## config.mk

```make
export PLATFORM = sky130hd
export DESIGN_NAME = dac_spi_tx
export DESIGN_NICKNAME = d
export VERILOG_FILES = /design/src/rtl/dac_spi_tx.sv
export SDC_FILE = /design/constraint.sdc
export NUM_CORES = 1
export LEC_CHECK = 0
export CAP_MARGIN = 20
export CORE_MARGIN = 5
export CORE_UTILIZATION = 55
export CTS_CLUSTER_SIZE = 16
export DETAILED_ROUTE_END_ITERATION = 8
export DONT_BUFFER_PORTS = 1
export GPL_ROUTABILITY_DRIVEN = 0
export GPL_TIMING_DRIVEN = 0
export PLACE_DENSITY = 0.73
export SYNTH_ARGS = -nofsm -noshare
export SYNTH_HDL_FRONTEND = slang
export SYNTH_SLANG_ARGS = --single-unit
```

## constraint.sdc

```tcl
create_clock -name clk -period 1.85 [get_ports clk]
set_clock_uncertainty 0.05 [all_clocks]
set_input_delay 0.37 -clock clk [delete_from_list [all_inputs] [get_ports clk]]
set_output_delay 0.37 -clock clk [all_outputs]
set_load 0.03 [all_outputs]
```

## src/rtl/dac_spi_tx.sv

```systemverilog
// SPI transmitter for an MCP49x1-style DAC: one 16-bit write frame per accepted sample.
// Optional DAC_SPI_LDAC_EN adds a post-frame LDAC strobe; otherwise dac_ldac_n is tied low.
module dac_spi_tx #(
  parameter int          DAC_N    = 10,
  parameter int          CLK_DIV  = 4,
  parameter logic [3:0]  CFG_BITS = 4'b0111
) (
  input  logic             clk,
  input  logic             rst_n,
  input  logic [DAC_N-1:0] s_data,
  input  logic             s_valid,
  output logic             s_ready,
  output logic             spi_cs_n,
  output logic             spi_sclk,
  output logic             spi_mosi,
  output logic             dac_ldac_n,
  output logic             busy
);

  // state    | meaning
  // IDLE     | cs_n high, waiting for a sample
  // CS_SETUP | cs_n low, first bit on mosi, one half-period
  // SHIFT    | 16 bits, two half-periods each (sclk low, then high)
  // CS_HOLD  | cs_n low one half-period, then cs_n high one half-period
  // LDAC     | dac_ldac_n low one half-period (DAC_SPI_LDAC_EN only)
  // GAP      | cs_n high one half-period before returning to IDLE
  typedef enum logic [2:0] {
    IDLE     = 3'd0,
    CS_SETUP = 3'd1,
    SHIFT    = 3'd2,
    CS_HOLD  = 3'd3,
`ifdef DAC_SPI_LDAC_EN
    LDAC     = 3'd4,
`endif
    GAP      = 3'd5
  } state_t;

  localparam int             DIV_W    = (CLK_DIV > 1) ? $clog2(CLK_DIV) : 1;
  localparam logic [DIV_W-1:0] DIV_LAST = DIV_W'(CLK_DIV - 1);
  localparam int             PAD      = 12 - DAC_N;

  state_t           state_q;
  logic [DIV_W-1:0] div_q;
  logic [3:0]       bit_q;
  logic             phase_q;
  logic [15:0]      sreg_q;
  logic             s_ready_q, cs_n_q, sclk_q, mosi_q, busy_q;
`ifdef DAC_SPI_LDAC_EN
  logic             ldac_n_q;
`endif

  logic        tick;
  logic [11:0] data12;
  logic [15:0] frame_w;

  assign tick    = (div_q == DIV_LAST);
  // Left-justify the sample in the 12-bit DAC field.
  assign data12  = 12'(s_data) << PAD;
  assign frame_w = {CFG_BITS, data12};

  always_ff @(posedge clk or negedge rst_n) begin
    if (!rst_n) begin
      state_q   <= IDLE;
      div_q     <= '0;
      bit_q     <= 4'd15;
      phase_q   <= 1'b0;
      sreg_q    <= '0;
      s_ready_q <= 1'b0;
      cs_n_q    <= 1'b1;
      sclk_q    <= 1'b0;
      mosi_q    <= 1'b0;
      busy_q    <= 1'b0;
`ifdef DAC_SPI_LDAC_EN
      ldac_n_q  <= 1'b1;
`endif
    end else begin
      if (state_q == IDLE || tick) div_q <= '0;
      else                         div_q <= div_q + 1'b1;

      case (state_q)
        IDLE: begin
          if (s_ready_q && s_valid) begin
            sreg_q    <= frame_w;
            mosi_q    <= frame_w[15];
            cs_n_q    <= 1'b0;
            busy_q    <= 1'b1;
            s_ready_q <= 1'b0;
            state_q   <= CS_SETUP;
          end else begin
            s_ready_q <= 1'b1;
          end
        end
        CS_SETUP: begin
          if (tick) begin
            bit_q   <= 4'd15;
            phase_q <= 1'b0;
            state_q <= SHIFT;
          end
        end
        SHIFT: begin
          if (tick) begin
            if (!phase_q) begin
              sclk_q  <= 1'b1;
              phase_q <= 1'b1;
            end else begin
              // Falling edge: the DAC has sampled this bit, present the next one.
              sclk_q  <= 1'b0;
              phase_q <= 1'b0;
              if (bit_q == 4'd0) begin
                state_q <= CS_HOLD;
              end else begin
                bit_q  <= bit_q - 4'd1;
                sreg_q <= sreg_q << 1;
                mosi_q <= sreg_q[14];
              end
            end
          end
        end
        CS_HOLD: begin
          if (tick) begin
            if (!phase_q) begin
              cs_n_q  <= 1'b1;
              phase_q <= 1'b1;
            end else begin
              phase_q <= 1'b0;
`ifdef DAC_SPI_LDAC_EN
              ldac_n_q <= 1'b0;
              state_q  <= LDAC;
`else
              state_q  <= GAP;
`endif
            end
          end
        end
`ifdef DAC_SPI_LDAC_EN
        LDAC: begin
          if (tick) begin
            ldac_n_q <= 1'b1;
            state_q  <= GAP;
          end
        end
`endif
        GAP: begin
          if (tick) begin
            mosi_q  <= 1'b0;
            busy_q  <= 1'b0;
            state_q <= IDLE;
          end
        end
        default: state_q <= IDLE;
      endcase
    end
  end

  assign s_ready  = s_ready_q;
  assign spi_cs_n = cs_n_q;
  assign spi_sclk = sclk_q;
  assign spi_mosi = mosi_q;
  assign busy     = busy_q;
`ifdef DAC_SPI_LDAC_EN
  assign dac_ldac_n = ldac_n_q;
`else
  assign dac_ldac_n = 1'b0;
`endif

endmodule

```

Word-level counts from Yosys, hierarchy flattened
Cells that the tools add are included.

Eq/ne operators: 16. Muxes and demuxes: 35. $add $sub $neg: 2. Reduce and logical (&&, ||, !) cells: 19.

Operator list (count): 2-to-1 mux 15 bit (4); case mux 15 bit (2 select lines) (1); 2-to-1 mux 3 bit (8); != test 2 bit, second input constant (9); 2-to-1 mux 4 bit (4); case mux 3 bit (5 select lines) (1); 2-to-1 mux 1 bit (11); AND reduction 5 bit (2); nonzero test 2 bit (5); case mux 4 bit (2 select lines) (1); AND reduction 8 bit (1); == test 3 x 2 -> 1 bit, second input constant (2); case mux 1 bit (2 select lines) (3); AND reduction 3 bit (2); AND reduction 6 bit (1); logical NOT 4 bit (1); != test 2 x 1 -> 1 bit, second input constant (2); AND reduction 4 bit (1); subtractor 4 x 1 -> 4 bit, second input constant (1); == test 3 x 1 -> 1 bit, second input constant (1); == test 3 bit, second input constant (1); logical NOT 3 bit (1); case mux 1 bit (3 select lines) (1); nonzero test 3 bit (1); 7 further kinds (7).

Word-level logic and storage cells: 82. Output and inout bits: 6. Register bits: 30. Input port bits: 13.

Depth between registers and ports, before layout
Gate-level depths: netlist of the first run.

Depth after elaboration: 5. Mapped depth: 7. Depth with buffers taken out: 6.

Worst setup path after synthesis of the first run
No wires, ideal clock.

Path kind: register to register. Start point: register bit_q[0]. End point: register sreg_q[3]. Slack: 115 ps. Stages on the path, launching flop included: 8. Arrival time: 1557 ps. Buffers on the path: 1. Clock period less this slack: 1735 ps. Data required time: 1672 ps. Library setup time: 128 ps. Cells stage by stage: dfstp_2 > inv_1 > ha_1 > nor3b_4 > o2bb2ai_4 > and2_4 > buf_12 > a21oi_4.

Cells in the longest elaborated chain, start to end: 3.

RTL lines: start, declared (line 44) `logic [3:0] bit_q;`; start signal, assigned (line 112) `bit_q <= bit_q - 4'd1;`; logical NOT 4 bit (line 109) `if (bit_q == 4'd0) begin`; != test 2 bit (no line); AND reduction 5 bit (no line); end signal, assigned (line 83) `sreg_q <= frame_w;`; end signal, assigned (line 113) `sreg_q <= sreg_q << 1;`; end, declared (line 46) `logic [15:0] sreg_q;`.

No other way between the ends. A chain may end at the register's enable or synchronous reset.

Worst setup path in the final report of the first run
Start point: register bit_q[1]. End point: register mosi_q (netlist: spi_mosi).

Cells in the longest elaborated chain, start to end: 3.

RTL lines: logical NOT 4 bit (line 109); != test 2 bit (no line); AND reduction 6 bit (no line); end signal, assigned (line 84) `mosi_q <= frame_w[15];`; end signal, assigned (line 114) `mosi_q <= sreg_q[14];`; end, declared (line 47) `logic s_ready_q, cs_n_q, sclk_q, mosi_q, busy_q;`.

No other way between the ends.

==> flow_summary_export.csv, run 1 <==
group,metric,value,unit
detailed_routing,routed-wl-met3,106,um
cells_and_area,area_growth,9.90,%
grt,grt_max_degree,29,
worst_setup_path,critPathArrivalTime,1.97,ns
clock_network,clkTransAtPathRegs,0.16,ns
job,cap_violations,0,
die,coreArea,2540,um^2
cells_and_area,fin_nets,170,
sta,finalCriticalPeriod,1.79,ns
detailed_routing,wl_met2,1.48,mm
grt,grt_pass1_wl,4.97,mm
power,total_leakage_power,0.696,nW
sta,fmax,558,MHz
power,p_per_area,1650,nW/um^2
clock_network,clock_path_buffers,2,
placement,hpwl,2.15,mm
logic_synthesis,syn_nets,159,
clock_network,cts.htree.levels,1,
die,dieWidth,62.1,um
cells_and_area,n_antenna_cell,0,
logic_synthesis,ys_types,38,
sta,rsz0062_at_grt,"false",
worst_setup_path,crit_path_end_kind,"flip-flop",
sta,drv_slew,0,
logic_synthesis,postSynthAreaPerCell,10.4,um^2
grt,grt_use_total,17.2,%
sta,setup_violations,0,
detailed_routing,drcViolationCount,0,
die,die_height,62.1,um
worst_setup_path,crit_fanout,5,
detailed_routing,wl_per_cell,16.3,um
placement,port_buffers,0,
cells_and_area,utilization,64.4,%
hold_path,holdCritPathClass,"in -> reg",
detailed_routing,drt-initial-drc-count,40,
clock_network,insertion_delay,0.33,ns
clock_network,cts_tree,"yes",
die,io_pins,19,
detailed_routing,drtPass1Iterations,4,
detailed_routing,viasPerCell,5.92,
placement,pre_cts_ws,-0.0649,ns
cells_and_area,drive_above_1_share,27.3,%
placement,placed_area,1530,um^2
clock_network,numCtsBuffers,3,
detailed_routing,highest_layer,"met4",
sta,setup_slack,0.0566,ns
logic_synthesis,ys_seq_area_share,47.4,%
grt,grt_pass1_vias,1089,
logic_synthesis,synthCells,144,
cells_and_area,nFillCells,215,
worst_setup_path,worst_setup_path_start_kind,"flip-flop",
worst_setup_path,crit_required,2.03,ns
logic_synthesis,synth-seq-cells,28,
clock_network,root_buffer,"clkbuf_4",
grt,antenna_found_initial,0,
clock_network,cts_num_sinks,28,
detailed_routing,via_count,1089,
sta,post-route-period-util,96.9,%
die,row_count,18,
grt,globalRoute.totalOverflow,0,
detailed_routing,wl,2.99,mm
power,finalPower,2.70,mW
die,dieArea,3850,um^2
detailed_routing,antenna_left,0,
logic_synthesis,synth_warnings,0,
logic_synthesis,synthesis.area,1490,um^2
run_status,run_status,"complete, no violations",
worst_setup_path,critPathKind,"reg -> reg",
power,peakVddDrop,0.00103,V
cells_and_area,stdcell_area,1640,um^2
detailed_routing,wl_met1,1.39,mm
die,initial_utilization,58.6,%
sta,hold_violations,0,
## critical path, cell delays in order (launching register included)
cell	delay, ns
dfstp_2	0.39
inv_1	0.09
ha_2	0.22
nor3b_4	0.34
nor2_1	0.13
nand2_2	0.13
mux2_2	0.33
## registers in the layout, summed over array words and instances, names as in the netlist
name / cells
busy: 1
phase_q: 1
div_q: 2
bit_q: 4
sreg_q: 13
spi_sclk: 1
state_q: 3
spi_mosi: 1
spi_cs_n: 1
s_ready: 1
## metrics by stage
step	hold WS (ns)	instances	setup TNS, ns
4_1_cts	0.131	184	0
2_1_floorplan	0.0244	144	0
3_5_place_dp	0.0253	174	-0.612
6_report	0.131	184	0
5_1_grt	0.123	184	0
3_3_place_gp	0.0252	174	-0.240
## cells in the final DEF (no fill, tap or decap), drive strengths merged, types with 2 or more instances in the layout
master   n
nor2b    2
a31oi    2
a21oi   21
nand2    8
nor2    13
nor3     6
clkbuf   8
and2     2
ha       2
buf     11
o22a     4
o31ai    2
a32oi    2
mux2i   10
dfrtp   23
inv      5
dfstp    5
o21ai   10
nand3    3
nor3b    2
nand2b   3
## per-layer routing
| metal | global-route usage (%) | vias to the layer above |
|---|---|---|
| li1 | - | 531 |
| met1 | 24.4 | 540 |
| met2 | 27.1 | 16 |
| met3 | 2.48 | 2 |
| met4 | 5.76 | 0 |
| met5 | 0 | - |
## layout make-up
class / count / area [um^2] / share of cell area, %
plain buffers: 10 / 70.1 / 4.27
clock buffers: 4 / 36.3 / 2.21
inverters: 5 / 18.8 / 1.15
multi-input cells: 101 / 709 / 43.3
flip-flops and latches: 28 / 707 / 43.1
well taps: 30 / 37.5 / 2.29
repair buffers: 6 / 60.1 / 3.66
## kinds of logic (layout without fill, tap and decap cells)
kind of cell	after synthesis	after routing	share of synthesized area (%)
simple gates	42	42	14.8
compound gates	45	45	22.5
other cells	1	1	0.251
flops	28	28	47.4
buf+inv	15	25	5.96
fa+ha+maj	2	2	1.68
mux	11	11	7.47
## timing repair
item                       4_1_cts  5_1_grt
pin swaps                        1        0
hold buffers                     2        0
gates resized for setup          0        5
hold endpoints to repair        28        0
setup endpoints to repair       11        5
buffers inserted                 4        0
## power by group
part	switching (mW)	total (mW)	internal (mW)
clock network	0.182	0.303	0.120
logic	0.707	1.25	0.544
registers	0.250	1.14	0.893
## cells in the mapped netlist
master      n  share of area, %
nor3_1      6               2.0
nand3b_1    1              0.50
a21boi_0    1              0.50
nor2b_1     2              0.84
a211o_1     1              0.59
mux2i_1    10               6.7
a21oi_4     1               1.1
nor3b_4     1               1.3
o31ai_1     2               1.0
o22a_2      3               2.0
nand3_1     3               1.0
clkbuf_1    4               1.0
a21oi_2     8               4.7
nand4_1     1              0.42
o21ai_2     1              0.59
and2_2      1              0.50
and2_4      1              0.59
nor3b_1     1              0.50
nor2_1     13               3.3
o2bb2ai_4   1               1.8
dfstp_2     5               8.8
mux2_2      1              0.75
ha_1        2               1.7
nand2b_1    3               1.3
o21ai_0     9               3.0
o22a_1      1              0.59
nor4b_1     1              0.59
inv_1       5               1.3
conb_1      1              0.25
a31oi_1     2              0.84
a32oi_1     2               1.2
buf_2       1              0.34
a211oi_1    1              0.50
nand2_1     8               2.0
buf_12      1               1.3
buf_4       4               2.0
a21oi_1    12               4.0
dfrtp_1    23                39
## path summary, 6_finish.rpt
kind / start / endpoint / slack (ns) / cells after the start
min reg2reg: div_q[0]$_DFF_PN0_ / div_q[0]$_DFF_PN0_ / 0.41 / 1
max: bit_q[1]$_DFFE_PN1P_ / spi_mosi$_DFFE_PN0P_ / 0.06 / 6
min in group asynchronous: rst_n / sreg_q[6]$_DFFE_PN0P_ / 0.40 / 2
min: s_data[0] / sreg_q[2]$_DFFE_PN0P_ / 0.13 / 2
max in group asynchronous: rst_n / spi_cs_n$_DFFE_PN1P_ / 1.11 / 2
max reg2reg: bit_q[1]$_DFFE_PN1P_ / spi_mosi$_DFFE_PN0P_ / 0.06 / 6
Note: power is estimated with default switching activity, not from simulation.
==> inputs of run 2 (changes only) <==
- CELL_PAD_IN_SITES_DETAIL_PLACEMENT: unset -> 1
- CELL_PAD_IN_SITES_GLOBAL_PLACEMENT: unset -> 2
- CORE_UTILIZATION: 55 -> 36
- CTS_CLUSTER_SIZE: 16 -> 10
- PLACE_DENSITY: 0.73 -> unset
- PLACE_DENSITY_LB_ADDON: unset -> 0.1
==> flow_summary_export.csv, run 2 (same netlist as run 1, synthesis figures left out) <==
group,metric,value,unit
clock_network,cts_num_sinks,28,
die,die_height,74.4,um
worst_setup_path,path_delay_family,"flip-flops",
cells_and_area,largest_reg_flops,13,
cells_and_area,layout_common_cells,"dfrtp_1, a21oi_1, nor2_1",
sta,fmax,563,MHz
clock_network,cts.htree.levels,1,
grt,grt_use_total,13.9,%
detailed_routing,viasPerCell,5.38,
placement,hpwl,2.49,mm
grt,grt_pass1_wl,6.00,mm
sta,finalCriticalPeriod,1.78,ns
job,cap_violations,0,
placement,port_buffers,0,
cells_and_area,reg.largest.list,"sreg_q (13), bit_q (4), state_q (3)",
grt,grt_pass1_vias,1213,
sta,slew_headroom,63.5,%
cells_and_area,stdcell_area,1660,um^2
detailed_routing,wl_per_cell,17.1,um
grt,grt_max_degree,29,
detailed_routing,drcViolationCount,0,
cells_and_area,area_growth,11.2,%
worst_setup_path,critPathArrivalTime,1.89,ns
grt,antenna_found_initial,0,
cells_and_area,final_common_cell,"dfrtp_1",
clock_network,cts_tree,"yes",
placement,pre_cts_ws,-0.0722,ns
clock_network,insertion_delay,0.27,ns
worst_setup_path,slowest_delay,0.56,ns
hold_path,holdCritPathClass,"in -> reg",
grt,globalRoute.totalOverflow,0,
sta,hold_violations,0,
worst_setup_path,critical_path_buf_inv_count,2,
worst_setup_path,worst_setup_path_start_kind,"flip-flop",
placement,dpl.cell_count,194,
detailed_routing,antenna_left,0,
die,io_pins,19,
sta,setup_slack,0.0739,ns
cells_and_area,drive_above_1_share,26.3,%
detailed_routing,via_count,1086,
detailed_routing,drt-initial-drc-count,70,
detailed_routing,wl,3.46,mm
cells_and_area,fin_nets,168,
sta,post-route-period-util,96.0,%
sta,worst_slew_pin_slew,0.544,ns
worst_setup_path,critPathKind,"reg -> reg",
clock_network,root_buffer,"clkbuf_8",
power,p_per_area,1650,nW/um^2
clock_network,numCtsBuffers,3,
power,total_leakage_power,0.686,nW
placement,placed_area,1550,um^2
sta,rsz0062_at_grt,"false",
worst_setup_path,path_cells,"inv_1 > ha_2 > nor3b_4 > buf_4 > a31oi_1 > nor3_1 > a211o_1",
detailed_routing,drtPass1Iterations,4,
die,dieArea,5530,um^2
cells_and_area,n_antenna_cell,0,
sta,setup_violations,0,
clock_network,clkTransAtPathRegs,0.09,ns
sta,drv_slew,0,
worst_setup_path,crit_fanout,5,
worst_setup_path,crit_required,1.97,ns
run_status,run_status,"complete, no violations",
power,peakVddDrop,0.000560,V
worst_setup_path,crit_path_end_kind,"flip-flop",
die,initial_utilization,37.3,%
cells_and_area,regMostFlops,"sreg_q",
cells_and_area,final_cells,202,
clock_network,clock_path_buffers,2,
die,row_count,23,
worst_setup_path,cp_slowest_cell,"dfstp_2",
die,coreArea,4000,um^2
die,dieWidth,74.4,um
[run 2: final timing paths]
kind                       slack [ns]                     end                  from  cells after the start
max                              0.07  state_q[0]$_DFFE_PN0P_  bit_q[0]$_DFFE_PN1P_                      7
min                              0.21   sreg_q[2]$_DFFE_PN0P_             s_data[0]                      2
max reg2reg                      0.07  state_q[0]$_DFFE_PN0P_  bit_q[0]$_DFFE_PN1P_                      7
min reg2reg                      0.40      div_q[0]$_DFF_PN0_    div_q[0]$_DFF_PN0_                      1
max in group asynchronous        1.03    bit_q[1]$_DFFE_PN1P_                 rst_n                      2
min in group asynchronous        0.48  state_q[0]$_DFFE_PN0P_                 rst_n                      2
[run 2: what timing repair did]
item | CTS | global route
pin swaps | 1 | 0
setup buffers | 1 | 1
endpoints found under the hold margin | 28 | 0
hold buffers | 2 | 0
setup endpoints to repair | 12 | 16
resized for setup | 1 | 4
[run 2: power breakdown]
group	leakage [nW]	total, mW	switching (mW)	internal, mW
logic	0.353	1.25	0.725	0.529
registers	0.310	1.15	0.251	0.895
clock network	0.0228	0.344	0.190	0.154
total	0.686	2.75	1.17	1.58
[run 2: final cells by class]
cell class / count / area [um^2]
Tap cell: 50 / 62.6
Multi-Input combinational cell: 101 / 711
Fill cell: 451 / 2340
Inverter: 5 / 18.8
Timing Repair Buffer: 4 / 45.0
Buffer: 10 / 70.1
Clock buffer: 4 / 45.0
Sequential cell: 28 / 707
[run 2: worst register-to-register path, cell delays in order (launching register included)]
cell,delay [ns]
dfstp_2,0.56
inv_1,0.06
ha_2,0.20
nor3b_4,0.18
buf_4,0.15
a31oi_1,0.17
nor3_1,0.06
a211o_1,0.24
[run 2: per-stage QoR]
step | setup TNS (ns) | utilization [%] | power, mW | hold WS [ns]
6_report | 0 | 41.5 | 2.75 | 0.205
5_1_grt | 0 | 41.5 | 2.97 | 0.190
4_1_cts | 0 | 41.0 | 2.77 | 0.203
3_5_place_dp | -0.656 | 38.8 | 2.38 | 0.0251
3_3_place_gp | -0.533 | 38.8 | 2.33 | 0.0252
2_1_floorplan | 0 | - | 2.09 | 0.0244
[run 2: layer usage]
layer  up-vias  wire length, um  GRT usage [%]
li1        526                -              -
met2        14             1690           22.8
met3         4               85           2.97
met4         0               18           2.96
met5         -                0              0
met1       542             1660           19.0
==> inputs of run 3 (changes only) <==
- CTS_CLUSTER_SIZE: 10 -> unset
==> results of run 3 <==
The final DEF is identical to that of run 2; final timing and power are the same.
